<file path="src/rtl/id_pkg.sv">
// id_pkg: opcodes, ALU encoding, control bundle and source-match helper for the ID stage
package id_pkg;
  localparam logic [5:0] OP_RTYPE = 6'h00;
  localparam logic [5:0] OP_ADDI = 6'h08;
  localparam logic [5:0] OP_ORI = 6'h0D;
  localparam logic [5:0] OP_LW = 6'h23;
  localparam logic [5:0] OP_SW = 6'h2B;
  localparam logic [5:0] OP_BEQ = 6'h04;
  localparam logic [5:0] FN_ADD = 6'h20;
  localparam logic [5:0] FN_SUB = 6'h22;
  localparam logic [5:0] FN_AND = 6'h24;
  localparam logic [5:0] FN_OR = 6'h25;
  localparam logic [5:0] FN_SLT = 6'h2A;
  typedef enum logic [2:0] {
    ALU_ADD = 3'd0,
    ALU_SUB = 3'd1,
    ALU_AND = 3'd2,
    ALU_OR = 3'd3,
    ALU_SLT = 3'd4
  } alu_op_e;
  typedef struct packed {
    logic reg_wr;
    logic mem_rd;
    logic mem_wr;
    logic alu_src;
    logic branch;
    alu_op_e alu_op;
  } ctrl_t;
  localparam ctrl_t BUBBLE = '{reg_wr: 1'b0, mem_rd: 1'b0, mem_wr: 1'b0, alu_src: 1'b0, branch: 1'b0, alu_op: ALU_ADD};
  function automatic logic src_hit(input logic wr, input logic [4:0] rw, input logic [4:0] ra, input logic [4:0] rb,
                                   input logic use_a, input logic use_b);
    return wr && rw != 5'd0 && ((use_a && rw == ra) || (use_b && rw == rb));
  endfunction
endpackage

</file>
<file path="src/rtl/id_operand_fwd.sv">
// id_operand_fwd: register-0 force, then EX/MEM, MEM/WB and register-file priority operand select
module id_operand_fwd #(
  parameter int DATA_W = 32,
  parameter int REG_AW = 5
) (
  input  logic [REG_AW-1:0] ra,
  input  logic [DATA_W-1:0] bus,
  input  logic              exmem_wr,
  input  logic [REG_AW-1:0] exmem_rw,
  input  logic [DATA_W-1:0] exmem_res,
  input  logic              memwb_wr,
  input  logic [REG_AW-1:0] memwb_rw,
  input  logic [DATA_W-1:0] memwb_di,
  output logic [DATA_W-1:0] opnd
);
  always_comb opnd = ra == '0 ? '0 :
                     (exmem_wr && exmem_rw == ra) ? exmem_res :
                     (memwb_wr && memwb_rw == ra) ? memwb_di : bus;
endmodule

</file>
<file path="src/rtl/id_ex_stage.sv">
// id_ex_stage: decode, forwarding, hazard stall and ID/EX pipeline register
module id_ex_stage import id_pkg::*; #(
  parameter int DATA_W = 32,
  parameter int REG_AW = 5
) (
  input  logic              CLK,
  input  logic              Reset,
  input  logic              IfId_Valid,
  input  logic [31:0]       IfId_Instr,
  input  logic [DATA_W-1:0] IfId_PC4,
  output logic [REG_AW-1:0] Ra,
  output logic [REG_AW-1:0] Rb,
  input  logic [DATA_W-1:0] busA,
  input  logic [DATA_W-1:0] busB,
  input  logic              ExMem_RegWr,
  input  logic              ExMem_MemRd,
  input  logic [REG_AW-1:0] ExMem_Rw,
  input  logic [DATA_W-1:0] ExMem_Result,
  input  logic              MemWb_RegWr,
  input  logic [REG_AW-1:0] MemWb_Rw,
  input  logic [DATA_W-1:0] MemWb_Di,
  input  logic              Flush,
  output logic              Stall,
  output logic              IdEx_Valid,
  output logic              IdEx_RegWr,
  output logic              IdEx_MemRd,
  output logic              IdEx_MemWr,
  output logic              IdEx_ALUSrc,
  output logic              IdEx_Branch,
  output logic [2:0]        IdEx_ALUOp,
  output logic [REG_AW-1:0] IdEx_Rw,
  output logic [DATA_W-1:0] IdEx_A,
  output logic [DATA_W-1:0] IdEx_B,
  output logic [DATA_W-1:0] IdEx_Imm,
  output logic [DATA_W-1:0] IdEx_PC4,
  output logic [15:0]       BubbleCnt
);
  logic [5:0] op, fn;
  logic [REG_AW-1:0] rd, rw;
  logic r_ok, dec_ok, use_rt, kill;
  logic [DATA_W-1:0] imm, opnd_a, opnd_b;
  ctrl_t ctl, ctl_q;
  assign op = IfId_Instr[31:26];
  assign fn = IfId_Instr[5:0];
  assign Ra = IfId_Instr[25:21];
  assign Rb = IfId_Instr[20:16];
  assign rd = IfId_Instr[15:11];
  assign r_ok = fn == FN_ADD || fn == FN_SUB || fn == FN_AND || fn == FN_OR || fn == FN_SLT;
  always_comb begin
    ctl = BUBBLE;
    rw = '0;
    use_rt = 1'b0;
    dec_ok = 1'b1;
    imm = {{(DATA_W-16){IfId_Instr[15]}}, IfId_Instr[15:0]};
    case (op)
      OP_RTYPE: begin
        dec_ok = r_ok;
        use_rt = r_ok;
        ctl.reg_wr = r_ok;
        ctl.alu_op = fn == FN_SUB ? ALU_SUB : fn == FN_AND ? ALU_AND : fn == FN_OR ? ALU_OR :
                     fn == FN_SLT ? ALU_SLT : ALU_ADD;
        rw = r_ok ? rd : '0;
      end
      OP_ADDI: begin
        ctl.reg_wr = 1'b1;
        ctl.alu_src = 1'b1;
        rw = Rb;
      end
      OP_ORI: begin
        ctl.reg_wr = 1'b1;
        ctl.alu_src = 1'b1;
        ctl.alu_op = ALU_OR;
        rw = Rb;
        imm = {{(DATA_W-16){1'b0}}, IfId_Instr[15:0]};
      end
      OP_LW: begin
        ctl.reg_wr = 1'b1;
        ctl.mem_rd = 1'b1;
        ctl.alu_src = 1'b1;
        rw = Rb;
      end
      OP_SW: begin
        ctl.mem_wr = 1'b1;
        ctl.alu_src = 1'b1;
        use_rt = 1'b1;
      end
      OP_BEQ: begin
        ctl.branch = 1'b1;
        ctl.alu_op = ALU_SUB;
        use_rt = 1'b1;
      end
      default: dec_ok = 1'b0;
    endcase
  end
  id_operand_fwd #(.DATA_W(DATA_W), .REG_AW(REG_AW)) u_fwd_a (
    .ra(Ra), .bus(busA), .exmem_wr(ExMem_RegWr), .exmem_rw(ExMem_Rw), .exmem_res(ExMem_Result),
    .memwb_wr(MemWb_RegWr), .memwb_rw(MemWb_Rw), .memwb_di(MemWb_Di), .opnd(opnd_a)
  );
  id_operand_fwd #(.DATA_W(DATA_W), .REG_AW(REG_AW)) u_fwd_b (
    .ra(Rb), .bus(busB), .exmem_wr(ExMem_RegWr), .exmem_rw(ExMem_Rw), .exmem_res(ExMem_Result),
    .memwb_wr(MemWb_RegWr), .memwb_rw(MemWb_Rw), .memwb_di(MemWb_Di), .opnd(opnd_b)
  );
  assign Stall = IfId_Valid && !Flush && !Reset &&
                 (src_hit(IdEx_Valid && IdEx_RegWr, IdEx_Rw, Ra, Rb, dec_ok, use_rt) ||
                  src_hit(ExMem_MemRd && ExMem_RegWr, ExMem_Rw, Ra, Rb, dec_ok, use_rt));
  assign kill = Flush || Stall;
  always_ff @(posedge CLK) begin
    if (Reset) begin
      IdEx_Valid <= 1'b0;
      ctl_q <= BUBBLE;
      IdEx_Rw <= '0;
      IdEx_A <= '0;
      IdEx_B <= '0;
      IdEx_Imm <= '0;
      IdEx_PC4 <= '0;
      BubbleCnt <= '0;
    end else begin
      IdEx_Valid <= IfId_Valid && !kill;
      ctl_q <= kill ? BUBBLE : ctl;
      IdEx_Rw <= kill ? '0 : rw;
      IdEx_A <= kill ? '0 : opnd_a;
      IdEx_B <= kill ? '0 : opnd_b;
      IdEx_Imm <= kill ? '0 : imm;
      IdEx_PC4 <= kill ? '0 : IfId_PC4;
      if (Stall && BubbleCnt != 16'hFFFF) BubbleCnt <= BubbleCnt + 16'd1;
    end
  end
  assign {IdEx_RegWr, IdEx_MemRd, IdEx_MemWr, IdEx_ALUSrc, IdEx_Branch, IdEx_ALUOp} = ctl_q;
endmodule

</file>
<file path="config.mk">
export PLATFORM = sky130hd
export DESIGN_NAME = id_ex_stage
export DESIGN_NICKNAME = d
export VERILOG_FILES = /design/src/rtl/id_pkg.sv /design/src/rtl/id_operand_fwd.sv /design/src/rtl/id_ex_stage.sv
export SDC_FILE = /design/constraint.sdc
export NUM_CORES = 1
export LEC_CHECK = 0
export BUFFER_PORTS_ARGS = -buffer_cell sky130_fd_sc_hd__buf_2
export CAP_MARGIN = 25
export CORE_AREA = 10 10 149 151
export CTS_BUF_LIST = sky130_fd_sc_hd__clkbuf_4
export CTS_CLUSTER_DIAMETER = 40
export DETAILED_ROUTE_END_ITERATION = 7
export DIE_AREA = 0 0 159 161
export MAX_ROUTING_LAYER = met4
export PLACE_DENSITY = 0.75
export RECOVER_POWER = 100
export SLEW_MARGIN = 20
export SYNTH_ARGS = -nofsm -noshare
export SYNTH_HDL_FRONTEND = slang
export SYNTH_SLANG_ARGS = --single-unit
export TNS_END_PERCENT = 20
</file>
<file path="constraint.sdc">
create_clock -name CLK -period 4.3 [get_ports CLK]
set_clock_uncertainty 0.1 [all_clocks]
set_input_delay 0.215 -clock CLK [delete_from_list [all_inputs] [get_ports CLK]]
set_output_delay 0.215 -clock CLK [all_outputs]
set_load 0.05 [all_outputs]
</file>
==> metrics, run 1 <==
first-pass GRT wire length=~46000 microns; Final Hold Violating Endpoints=0; flop2flop setup slack=0.56 ns; Layout Nets=approximately 1400; Arr. time, crit path=just over 4 ns; DRC=0; die area=between 0.02 and 0.03 sq mm; via count=7305; largest net degree at the start of global routing=65; worst hold path class=in2reg; core area=~0.019 sq mm; Register-to-Register Path Depth=9; Filler cells=approximately 1700; r2r endpoint=IdEx_MemWr$_SDFF_PP0_; Peak Freq=~0.27 GHz; Synth area leader=dfxtp_1; overall power=approximately 3.1 mW; worst setup margin=0.564 ns; Fin Setup TNS=0 ns; Synth Instances=660; post-synth cell types=52; CP max-delay cell=dlygate4sd3_1; clock power share=0.332; reg2reg start=IdEx_Rw[1]$_SDFF_PP0_; buffers plus inverters on the worst setup path=2; commonest non-fill, non-tap cell in the layout=buf_2; initial antenna violation count=7; fin cells=about 1500; top-area cell type share of the netlist area=0.432; Multi-input gate area=0.00298 sq mm; Reg clk slew, reported paths=0.15 ns; Vert. Die Dim=161 microns; synth top area cells=dfxtp_1 43%, a211oi_2 11%, mux2i_1 10%; Max-Cap Viols=0; num ports=~380; internal power=2.11 mW; fin crit share=0.869; CTS tree=done; CP max stage delay=between 0.5 and 0.6 ns; worst slew pin tran=around 0.87 ns; post-route ant nets=0; Starting Density=0.345; Gate power share=0.222; Root Driver=clkbuf_4; drt total wl=roughly 30000 microns; critical path type=reg2reg; Main synth FF type=dfxtp_1; hold path cells=4; cell family with most CP delay=simple AND/OR/NAND/NOR gates; Post-synth ARST share=0; Initial DRT Pass Iterations=5; register area=between 0.002 and 0.003 sq mm; pre-CTS setup slack=between 1 and 1.5 ns; sequential share of power=0.447; crit start category=flip-flop; Slew HR=0.419; routability cong.=about 0.86; sw frac=0.320; clock latency on the worst-skew pair=approximately 0.55 ns; post-route minimum period=3.74 ns; Post-synth EDFFs=0; drt initial violations=approximately 340; IO Port Bufs=between 300 and 400; Static Leakage=roughly 4.3 nW; clk sink count=roughly 140; Worst EP required=4.71 ns; Setup-failing EPs final=0; power per cell area=between 300 and 400 mW/mm^2; Sw Pwr=roughly 1000 uW; Endpoint, Worst Hold=IdEx_Imm[16]$_SDFF_PP0_; post-DP HPWL=20000 microns; # rows=a little over 50; Clock Tree Buf Depth=2; RSZ-0062 raised after global routing=no; sequential area share after synthesis=0.432; total congestion overflow=0; Syn Nets=870; #FFs+latches synth=between 100 and 150; Vias/cell=approximately 5; YS warnings=0; most frequent cells in the layout=207 x buf_2, 192 x dlygate4sd3_1, 170 x clkbuf_1; All-Layer GR Usage=0.233; CTS H-tree depth=4; Syn-to-layout area delta=54.2%; Peak VDD IR=approximately 190 uV; hold path start=IfId_Instr[31]; crit end category=flip-flop; mean area per synthesized cell=10.0 sq um; Die Wd=between 150 and 200 microns; crit path max fanout=49; placed cells=between 1000 and 1500; share of post-route cells with drive strength above 1=0.216; CTS buffer count=17; crit-path cells=or4_1 -> o211ai_1 -> nor2_1 -> o211a_1 -> o41ai_4 -> buf_4 -> nand2_1 -> nor4b_1 -> dlygate4sd3_1; outcome=complete, no violations; routed length per instance=about 21 microns; fin. max-slew vios=0; Post-Syn Area=0.00662 sq mm; vias in the first global route=roughly 8000
## cells in the mapped netlist, types with 2 or more instances
| cell | number |
|---|---|
| or3_1 | 11 |
| mux2i_1 | 66 |
| o31ai_1 | 4 |
| nor2_1 | 89 |
| dfxtp_1 | 143 |
| xnor2_1 | 18 |
| nand4_1 | 6 |
| and3_1 | 53 |
| buf_6 | 8 |
| and4b_1 | 2 |
| clkbuf_1 | 31 |
| nand3_1 | 14 |
| nor3_1 | 7 |
| buf_4 | 27 |
| buf_1 | 2 |
| nand3_4 | 2 |
| or4_1 | 5 |
| and4_1 | 2 |
| nor3_2 | 2 |
| inv_1 | 3 |
| a211oi_2 | 60 |
| nor4_1 | 3 |
| nand2b_1 | 2 |
| a31oi_1 | 3 |
| o211a_1 | 2 |
| a211oi_1 | 4 |
| buf_2 | 6 |
| nand4b_1 | 2 |
| a21oi_1 | 14 |
| a21oi_2 | 2 |
| xor2_1 | 15 |
| nand2_1 | 17 |
| a32oi_1 | 2 |
| a22oi_1 | 6 |
| o21ai_0 | 10 |
## layer usage
metal,part of all wire,global-route usage
met1,0.39,0.246
met2,0.48,0.389
met3,0.082,0.0778
met4,0.039,0.114
met5,0,-
## worst register-to-register path, delay by kind of cell (launching register included)
family | cells | cell delay (ns)
AO/OA/AOI/OAI | 3 | 0.92
AND/OR/NAND/NOR | 4 | 1.30
flip-flops | 1 | 0.37
buffers and inverters | 2 | 1.03
## power by group through the flow
stage	Sequential, mW	Combinational, mW	Clock [mW]
final	1.39	0.691	1.03
after global routing	1.39	0.727	1.11
after CTS	1.39	0.708	1.06
after detailed placement	1.42	0.575	0
after global placement	1.41	0.568	0
after floorplan	1.58	0.206	0
## state kept, by name, indices dropped and copies added, names as in the netlist
name	flops
BubbleCnt	16
IdEx_A	32
IdEx_ALUOp	3
IdEx_ALUSrc	1
IdEx_B	32
IdEx_Branch	1
IdEx_Imm	17
IdEx_MemRd	1
IdEx_MemWr	1
IdEx_PC4	32
IdEx_RegWr	1
IdEx_Rw	5
IdEx_Valid	1
## logic make-up (layout without fill, tap and decap cells)
| kind of cell | after synthesis | count (layout) | share of synthesized area |
|---|---|---|---|
| compound gates | 113 | 113 | 0.170 |
| xor+xnor | 33 | 33 | 0.0436 |
| fa+ha+maj | 1 | 1 | 0.00189 |
| buf+inv | 78 | 610 | 0.0699 |
| flops | 143 | 143 | 0.432 |
| mux | 67 | 67 | 0.101 |
| other cells | 0 | 7 | 0 |
| simple gates | 225 | 225 | 0.181 |
## timing repair
item	in CTS	in global routing
endpoints found under the hold margin	142	0
hold buffers	192	0
resized for setup	0	0
setup buffers	0	0
endpoints found under the setup margin	0	0
## cell type report
| type | count | share of cell area |
|---|---|---|
| Timing Repair Buffer | 575 | 0.359 |
| Multi-Input combinational cell | 439 | 0.292 |
| Sequential cell | 143 | 0.280 |
| Tap cell | 265 | 0.0325 |
| Clock inverter | 14 | 0.0199 |
| Clock buffer | 18 | 0.0132 |
| Antenna cell | 7 | 0.00172 |
| Inverter | 3 | 0.00110 |
## worst max path at each step
| stage | startpoint | endpoint | slack, ns | cells after the start |
|---|---|---|---|---|
| 2_1_floorplan | IdEx_Rw[1]$_SDFF_PP0_ | IdEx_A[10]$_SDFF_PP0_ | 1.65 | 8 |
| 3_3_place_gp | ExMem_Rw[0] | IdEx_B[1]$_SDFF_PP0_ | 1.44 | 7 |
| 3_5_place_dp | ExMem_Rw[0] | IdEx_B[7]$_SDFF_PP0_ | 1.32 | 7 |
| 4_1_cts | IdEx_Rw[1]$_SDFF_PP0_ | IdEx_B[0]$_SDFF_PP0_ | 0.79 | 8 |
| 5_1_grt | IdEx_Rw[3]$_SDFF_PP0_ | IdEx_MemWr$_SDFF_PP0_ | 0.30 | 9 |
| 6_report | IdEx_Rw[1]$_SDFF_PP0_ | IdEx_MemWr$_SDFF_PP0_ | 0.56 | 9 |
## stage by stage
step | util | hold WS [ns] | area (sq um)
floorplan | - | 0.248 | 6620
global placement | 0.439 | 0.338 | 8430
detailed placement | 0.439 | 0.341 | 8430
CTS | 0.557 | 0.0249 | 10700
global route | 0.532 | 0.0462 | 10200
finish | 0.532 | 0.0831 | 10200
No activity file was read; power rests on OpenSTA's default activity.
==> run 2, diff against run 1 <==
--- a/config.mk
+++ b/config.mk
@@ -7,11 +7,11 @@
 export LEC_CHECK = 0
 export BUFFER_PORTS_ARGS = -buffer_cell sky130_fd_sc_hd__buf_2
 export CAP_MARGIN = 25
-export CORE_AREA = 10 10 149 151
+export CORE_AREA = 4 4 143 145
 export CTS_BUF_LIST = sky130_fd_sc_hd__clkbuf_4
 export CTS_CLUSTER_DIAMETER = 40
 export DETAILED_ROUTE_END_ITERATION = 7
-export DIE_AREA = 0 0 159 161
+export DIE_AREA = 0 0 147 149
 export MAX_ROUTING_LAYER = met4
 export PLACE_DENSITY = 0.75
 export RECOVER_POWER = 100
==> constraint.sdc (replaced) <==
create_clock -name CLK -period 4.3 [get_ports CLK]
set_clock_uncertainty 0.1 [all_clocks]
set_input_delay 0.215 -clock CLK [delete_from_list [all_inputs] [get_ports CLK]]
set_output_delay 0.215 -clock CLK [all_outputs]
set_load 0.005 [all_outputs]
==> run 2 against run 1 <==
  * Non-clock buffer count fell by 2
  * Critical path depth stayed put
  * Maximum frequency fell by 0.65%
  * Total power fell by 12%
  * Sequential share of layout area is 0.12 points higher
  * First-iteration DRC count rose by 0.29%
  * Largest cell class unchanged
  * Critical endpoint is now IdEx_ALUOp[2]$_SDFF_PP0_
  * Wire length down 10%
==> metrics, run 2 (synthesis gave the netlist of run 1 again) <==
Gate power share=0.178; Arr. time, crit path=4.14 ns; via count=approximately 7300; worst hold path class=in2reg; initial antenna violation count=4; Slew HR=0.267; Multi-input gate area=roughly 0.003 sq mm; outcome=complete, no violations; All-Layer GR Usage=0.245; CTS H-tree depth=4; fin crit share=0.874; Vert. Die Dim=149 microns; RSZ-0062 raised after global routing=no; Peak VDD IR=175 uV; Setup-failing EPs final=0; critical path type=reg2reg; clk sink count=~140; Clock Tree Buf Depth=2; flop2flop setup slack=about 0.54 ns; hold path start=IfId_Instr[27]; drt initial violations=between 300 and 400; Endpoint, Worst Hold=IdEx_ALUOp[1]$_SDFF_PP0_; largest net degree at the start of global routing=65; Register-to-Register Path Depth=9; reg2reg start=IdEx_Rw[1]$_SDFF_PP0_; Fin Setup TNS=0 ns; hold bufs inserted after CTS=about 190; post-DP HPWL=around 17000 microns; post-route minimum period=approximately 3.8 ns; num ports=378; post-CTS sizing=0; Die Wd=147 microns; clock power share=0.316; WHS=between 0.09 and 0.1 ns; Regs by FF count=IdEx_A x32, IdEx_B x32, IdEx_PC4 x32; worst slew pin tran=roughly 1.1 ns; most frequent cells in the layout=248 x buf_2, 191 x dlygate4sd3_1, 143 x dfxtp_1; # rows=51; Syn-to-layout area delta=53.5%; r2r endpoint=IdEx_ALUOp[2]$_SDFF_PP0_; first-pass GRT wire length=41100 microns; Layout Nets=roughly 1400; Vias/cell=5.00; vias in the first global route=between 7000 and 8000; CTS tree=done; sequential share of power=0.506; Root Driver=clkbuf_4; DRC=0; Filler cells=1692; Starting Density=0.345; clock latency on the worst-skew pair=between 0.5 and 0.6 ns; Worst EP required=4.68 ns; crit end category=flip-flop; Static Leakage=between 4 and 5 nW; fin. max-slew vios=0; routed length per instance=roughly 19 microns; commonest non-fill, non-tap cell in the layout=buf_2; hold path cells=4; internal power=1.99 mW; drt total wl=27300 microns; crit start category=flip-flop; Final Hold Violating Endpoints=0; IO Port Bufs=~380; Reg clk slew, reported paths=approximately 0.13 ns; CTS buffer count=17; crit path max fanout=49; Max-Cap Viols=0; register area=roughly 0.0029 sq mm; share of post-route cells with drive strength above 1=0.249; total congestion overflow=0; Initial DRT Pass Iterations=5; Peak Freq=0.266 GHz; core area=0.0192 sq mm; routability cong.=around 0.91; Sw Pwr=between 700 and 800 uW; Setup Fix Bufs, Post-CTS=0; die area=about 0.022 sq mm; sw frac=0.275; post-route ant nets=0; power per cell area=approximately 270 mW/mm^2
==> run 2: changes by cell type in the layout (fill, tap and decap cells not counted), sizes merged <==
cell,previous run,this run
dlygate4sd3,192,191
clkinv,1,8
diode,7,4
buf,213,253
clkbuf,188,147
inv,9,5
clkinvlp,3,1
bufinv,4,2
==> run 2: final cells by class <==
class                   instances  share of cell area
clock buffers                  18              0.0133
diodes                          4            0.000984
well taps                     265              0.0326
inverters                       3             0.00111
clock inverters                13              0.0137
multi-input cells             439               0.294
flip-flops and latches        143               0.282
repair buffers                573               0.362
==> run 2: how the worst max path moves through the flow <==
stage,startpoint,end,slack [ns],cells after the start
2_1_floorplan,IdEx_Rw[1]$_SDFF_PP0_,IdEx_A[10]$_SDFF_PP0_,1.87,8
6_report,IdEx_Rw[1]$_SDFF_PP0_,IdEx_ALUOp[2]$_SDFF_PP0_,0.54,9
3_5_place_dp,IfId_Instr[28],IdEx_A[31]$_SDFF_PP0_,1.25,8
4_1_cts,IdEx_Rw[1]$_SDFF_PP0_,IdEx_B[1]$_SDFF_PP0_,0.76,8
3_3_place_gp,ExMem_Rw[0],IdEx_A[0]$_SDFF_PP0_,1.40,7
5_1_grt,IdEx_Rw[1]$_SDFF_PP0_,IdEx_MemRd$_SDFF_PP0_,0.31,9
==> run 2: power groups by stage <==
stage / sequential [mW] / clock [mW] / combinational (mW)
global placement: 1.41 / 0 / 0.365
finish: 1.39 / 0.866 / 0.487
detailed placement: 1.41 / 0 / 0.369
global route: 1.39 / 0.952 / 0.524
floorplan: 1.42 / 0 / 0.169
CTS: 1.39 / 0.890 / 0.501
==> run 2: metrics by stage <==
stage | instances | total power [mW] | util | worst slack, ns | area (sq um)
6_report | 1458 | 2.74 | 0.529 | 0.540 | 10200
5_1_grt | 1458 | 2.87 | 0.529 | 0.310 | 10200
4_1_cts | 1453 | 2.78 | 0.553 | 0.762 | 10600
3_5_place_dp | 1231 | 1.78 | 0.439 | 1.25 | 8430
3_3_place_gp | 1231 | 1.78 | 0.439 | 1.40 | 8430
2_1_floorplan | 660 | 1.59 | - | 1.87 | 6620
==> run 2: critical path, cell delays in order, from the launching register on <==
cell           delay, ns
dfxtp_1             0.37
or4_1               0.57
o211ai_1            0.22
nor2_1              0.07
o211a_1             0.17
o41ai_4             0.51
clkbuf_2            0.73
nand3_1             0.19
nor3_1              0.20
dlygate4sd3_1       0.57
==> run 2: per-layer routing <==
metal	GRT usage	part of all wire	vias up
met5	-	0	-
met4	0.116	0.048	0
met3	0.0726	0.083	97
met2	0.410	0.48	417
met1	0.269	0.39	3390
li1	-	-	3388
==> run 3, diff against run 2 <==
--- a/config.mk
+++ b/config.mk
@@ -7,13 +7,14 @@
 export LEC_CHECK = 0
 export BUFFER_PORTS_ARGS = -buffer_cell sky130_fd_sc_hd__buf_2
 export CAP_MARGIN = 25
-export CORE_AREA = 4 4 143 145
+export CORE_AREA = 4 4 168 170
 export CTS_BUF_LIST = sky130_fd_sc_hd__clkbuf_4
 export CTS_CLUSTER_DIAMETER = 40
+export CTS_CLUSTER_SIZE = 30
 export DETAILED_ROUTE_END_ITERATION = 7
-export DIE_AREA = 0 0 147 149
+export DIE_AREA = 0 0 172 174
 export MAX_ROUTING_LAYER = met4
-export PLACE_DENSITY = 0.75
+export PLACE_DENSITY = 0.6
 export RECOVER_POWER = 100
 export SLEW_MARGIN = 20
 export SYNTH_ARGS = -nofsm -noshare
==> run 3 against run 2 <==
  * Flip-flop and latch count unchanged
  * Final cell count increased by 5.6%
  * Global-route usage decreased by 6.7 points
  * Critical path depth unchanged
  * Clock power increased by 7.7%
  * Non-clock buffer count increased by 7
  * Total power increased by 2.4%
  * Utilization decreased by 14 points
  * Critical endpoint is now IdEx_B[22]$_SDFF_PP0_
==> metrics, run 3 (synthesis gave the netlist of run 1 again) <==
CTS tree=done; Syn-to-layout area delta=56.9%; commonest non-fill, non-tap cell in the layout=buf_2; power per cell area=around 270 mW/mm^2; routed length per instance=about 18 microns; CP max stage delay=between 1 and 1.5 ns; IO Port Bufs=roughly 380; placed cells=around 1300; Static Leakage=4.43 nW; first-pass GRT wire length=slightly above 40000 microns; fin crit share=0.850; Layout Nets=~1400; Setup-failing EPs final=0; # rows=60; fin. max-slew vios=0; Endpoint, Worst Hold=IdEx_Imm[16]$_SDFF_PP0_; buffers plus inverters on the worst setup path=4; fin cells=about 1500; Worst EP required=4.59 ns; post-route ant nets=0; initial antenna violation count=2; flop2flop setup slack=slightly above 0.7 ns; CP Depth=9; most frequent cells in the layout=241 x buf_2, 196 x dlygate4sd3_1, 143 x dfxtp_1; Initial DRT Pass Iterations=4; CTS H-tree depth=4; Sw Pwr=between 700 and 800 uW; Starting Density=0.248; sw frac=0.284; Gate power share=0.174; crit-path cells=dlygate4sd3_1 -> clkbuf_1 -> xor2_1 -> nor4_1 -> and3_1 -> buf_16 -> mux2i_1 -> dlygate4sd3_1 -> a211oi_1; share of post-route cells with drive strength above 1=0.249; core area=0.0267 sq mm; Die Wd=172 microns; Fin Setup TNS=0 ns; Max-Cap Viols=0; Final Hold Violating Endpoints=0; total congestion overflow=0; DRC=0; Root Driver=clkbuf_4; crit start category=primary input; num ports=roughly 380; crit path max fanout=17; die area=0.0299 sq mm; Vias/cell=~4.6; drt total wl=roughly 27000 microns; worst slew pin tran=1.30 ns; routability cong.=~0.90; Peak VDD IR=approximately 130 uV; CTS buffer count=17; post-CTS sizing=0; Vert. Die Dim=between 150 and 200 microns; Filler cells=around 2700; RSZ-0062 raised after global routing=no; clock latency on the worst-skew pair=between 0.5 and 0.6 ns; All-Layer GR Usage=0.178; worst hold path class=in2reg; internal power=~2 mW; hold path start=IfId_Instr[27]; critical path type=in2reg; vias in the first global route=7252; Register-to-Register Path Depth=9; via count=~7000; hold path cells=4; most frequent cell on the critical path=dlygate4sd3_1; Setup Fix Bufs, Post-CTS=0; clk sink count=roughly 140; largest net degree at the start of global routing=65; post-route minimum period=approximately 3.7 ns; cell family with most CP delay=buffers and inverters; post-DP HPWL=roughly 19000 microns; hold bufs inserted after CTS=196; crit end category=flip-flop; CP max-delay cell=and3_1; sequential share of power=0.494; reg2reg start=IdEx_Rw[1]$_SDFF_PP0_; drt initial violations=334; Peak Freq=around 0.27 GHz; Reg clk slew, reported paths=~0.14 ns; Clock Tree Buf Depth=2; Regs by FF count=IdEx_A x32, IdEx_B x32, IdEx_PC4 x32; clock power share=0.332; outcome=complete, no violations; Slew HR=0.131; Arr. time, crit path=about 3.9 ns; r2r endpoint=IdEx_ALUOp[1]$_SDFF_PP0_
[run 3: cell types whose count changed in the layout (fill, tap and decap cells not counted), moves of 2 or more]
cell / change
clkinv_4: -3
a211oi_2: +7
dlygate4sd3_1: +5
clkinv_2: -3
diode_2: -2
buf_2: -7
inv_6: +4
a211oi_1: -7
clkbuf_1: +7
buf_16: +2
clkinvlp_4: +3
[run 3: layout make-up]
cell class	count	area, sq um	share of cell area
clock buffers	19	143	0.0137
diodes	2	5.00	0.000482
repair buffers	580	3770	0.363
multi-input cells	439	3020	0.291
well taps	341	427	0.0411
inverters	3	11.3	0.00108
flip-flops and latches	143	2860	0.275
clock inverters	13	151	0.0146
[run 3: tightest hold or removal path: cells and delay by family]
kind	cells	cell delay, ns
buffers and inverters	1	0.13
AND/OR/NAND/NOR	3	0.37
[run 3: power groups by stage]
stage               registers [mW]  clock network, mW  logic [mW]
finish                        1.39              0.933       0.488
global route                  1.39               1.03       0.531
CTS                           1.39              0.982       0.512
detailed placement            1.42                  0       0.376
global placement              1.41                  0       0.372
floorplan                     1.42                  0       0.169
[run 3: worst max-delay path by stage]
stage	from	to	slack (ns)
after floorplan	IdEx_Rw[1]$_SDFF_PP0_	IdEx_A[10]$_SDFF_PP0_	1.87
after global placement	ExMem_Rw[0]	IdEx_A[31]$_SDFF_PP0_	1.27
after detailed placement	ExMem_Rw[0]	IdEx_A[31]$_SDFF_PP0_	1.23
after CTS	IdEx_Rw[1]$_SDFF_PP0_	IdEx_A[0]$_SDFF_PP0_	0.71
after global routing	IdEx_Rw[1]$_SDFF_PP0_	IdEx_ALUOp[1]$_SDFF_PP0_	0.47
final	IfId_Instr[16]	IdEx_B[22]$_SDFF_PP0_	0.64
[run 3: per-layer routing]
layer,routed length (microns),vias up,global-route usage,part of all wire
li1,-,3394,-,-
met4,675,0,0.0576,0.025
met1,11600,3305,0.209,0.43
met2,13300,269,0.301,0.49
met5,0,-,-,0
met3,1670,47,0.0393,0.061
[run 3: metrics by stage]
step	total power, mW	area, sq um	setup WS [ns]	hold WS [ns]	util
6_report	2.81	10400	0.644	0.0987	0.389
5_1_grt	2.96	10400	0.469	0.0435	0.389
4_1_cts	2.88	10800	0.708	0.0148	0.404
3_5_place_dp	1.79	8540	1.23	0.342	0.319
3_3_place_gp	1.79	8540	1.27	0.338	0.319
2_1_floorplan	1.59	6620	1.87	0.248	-
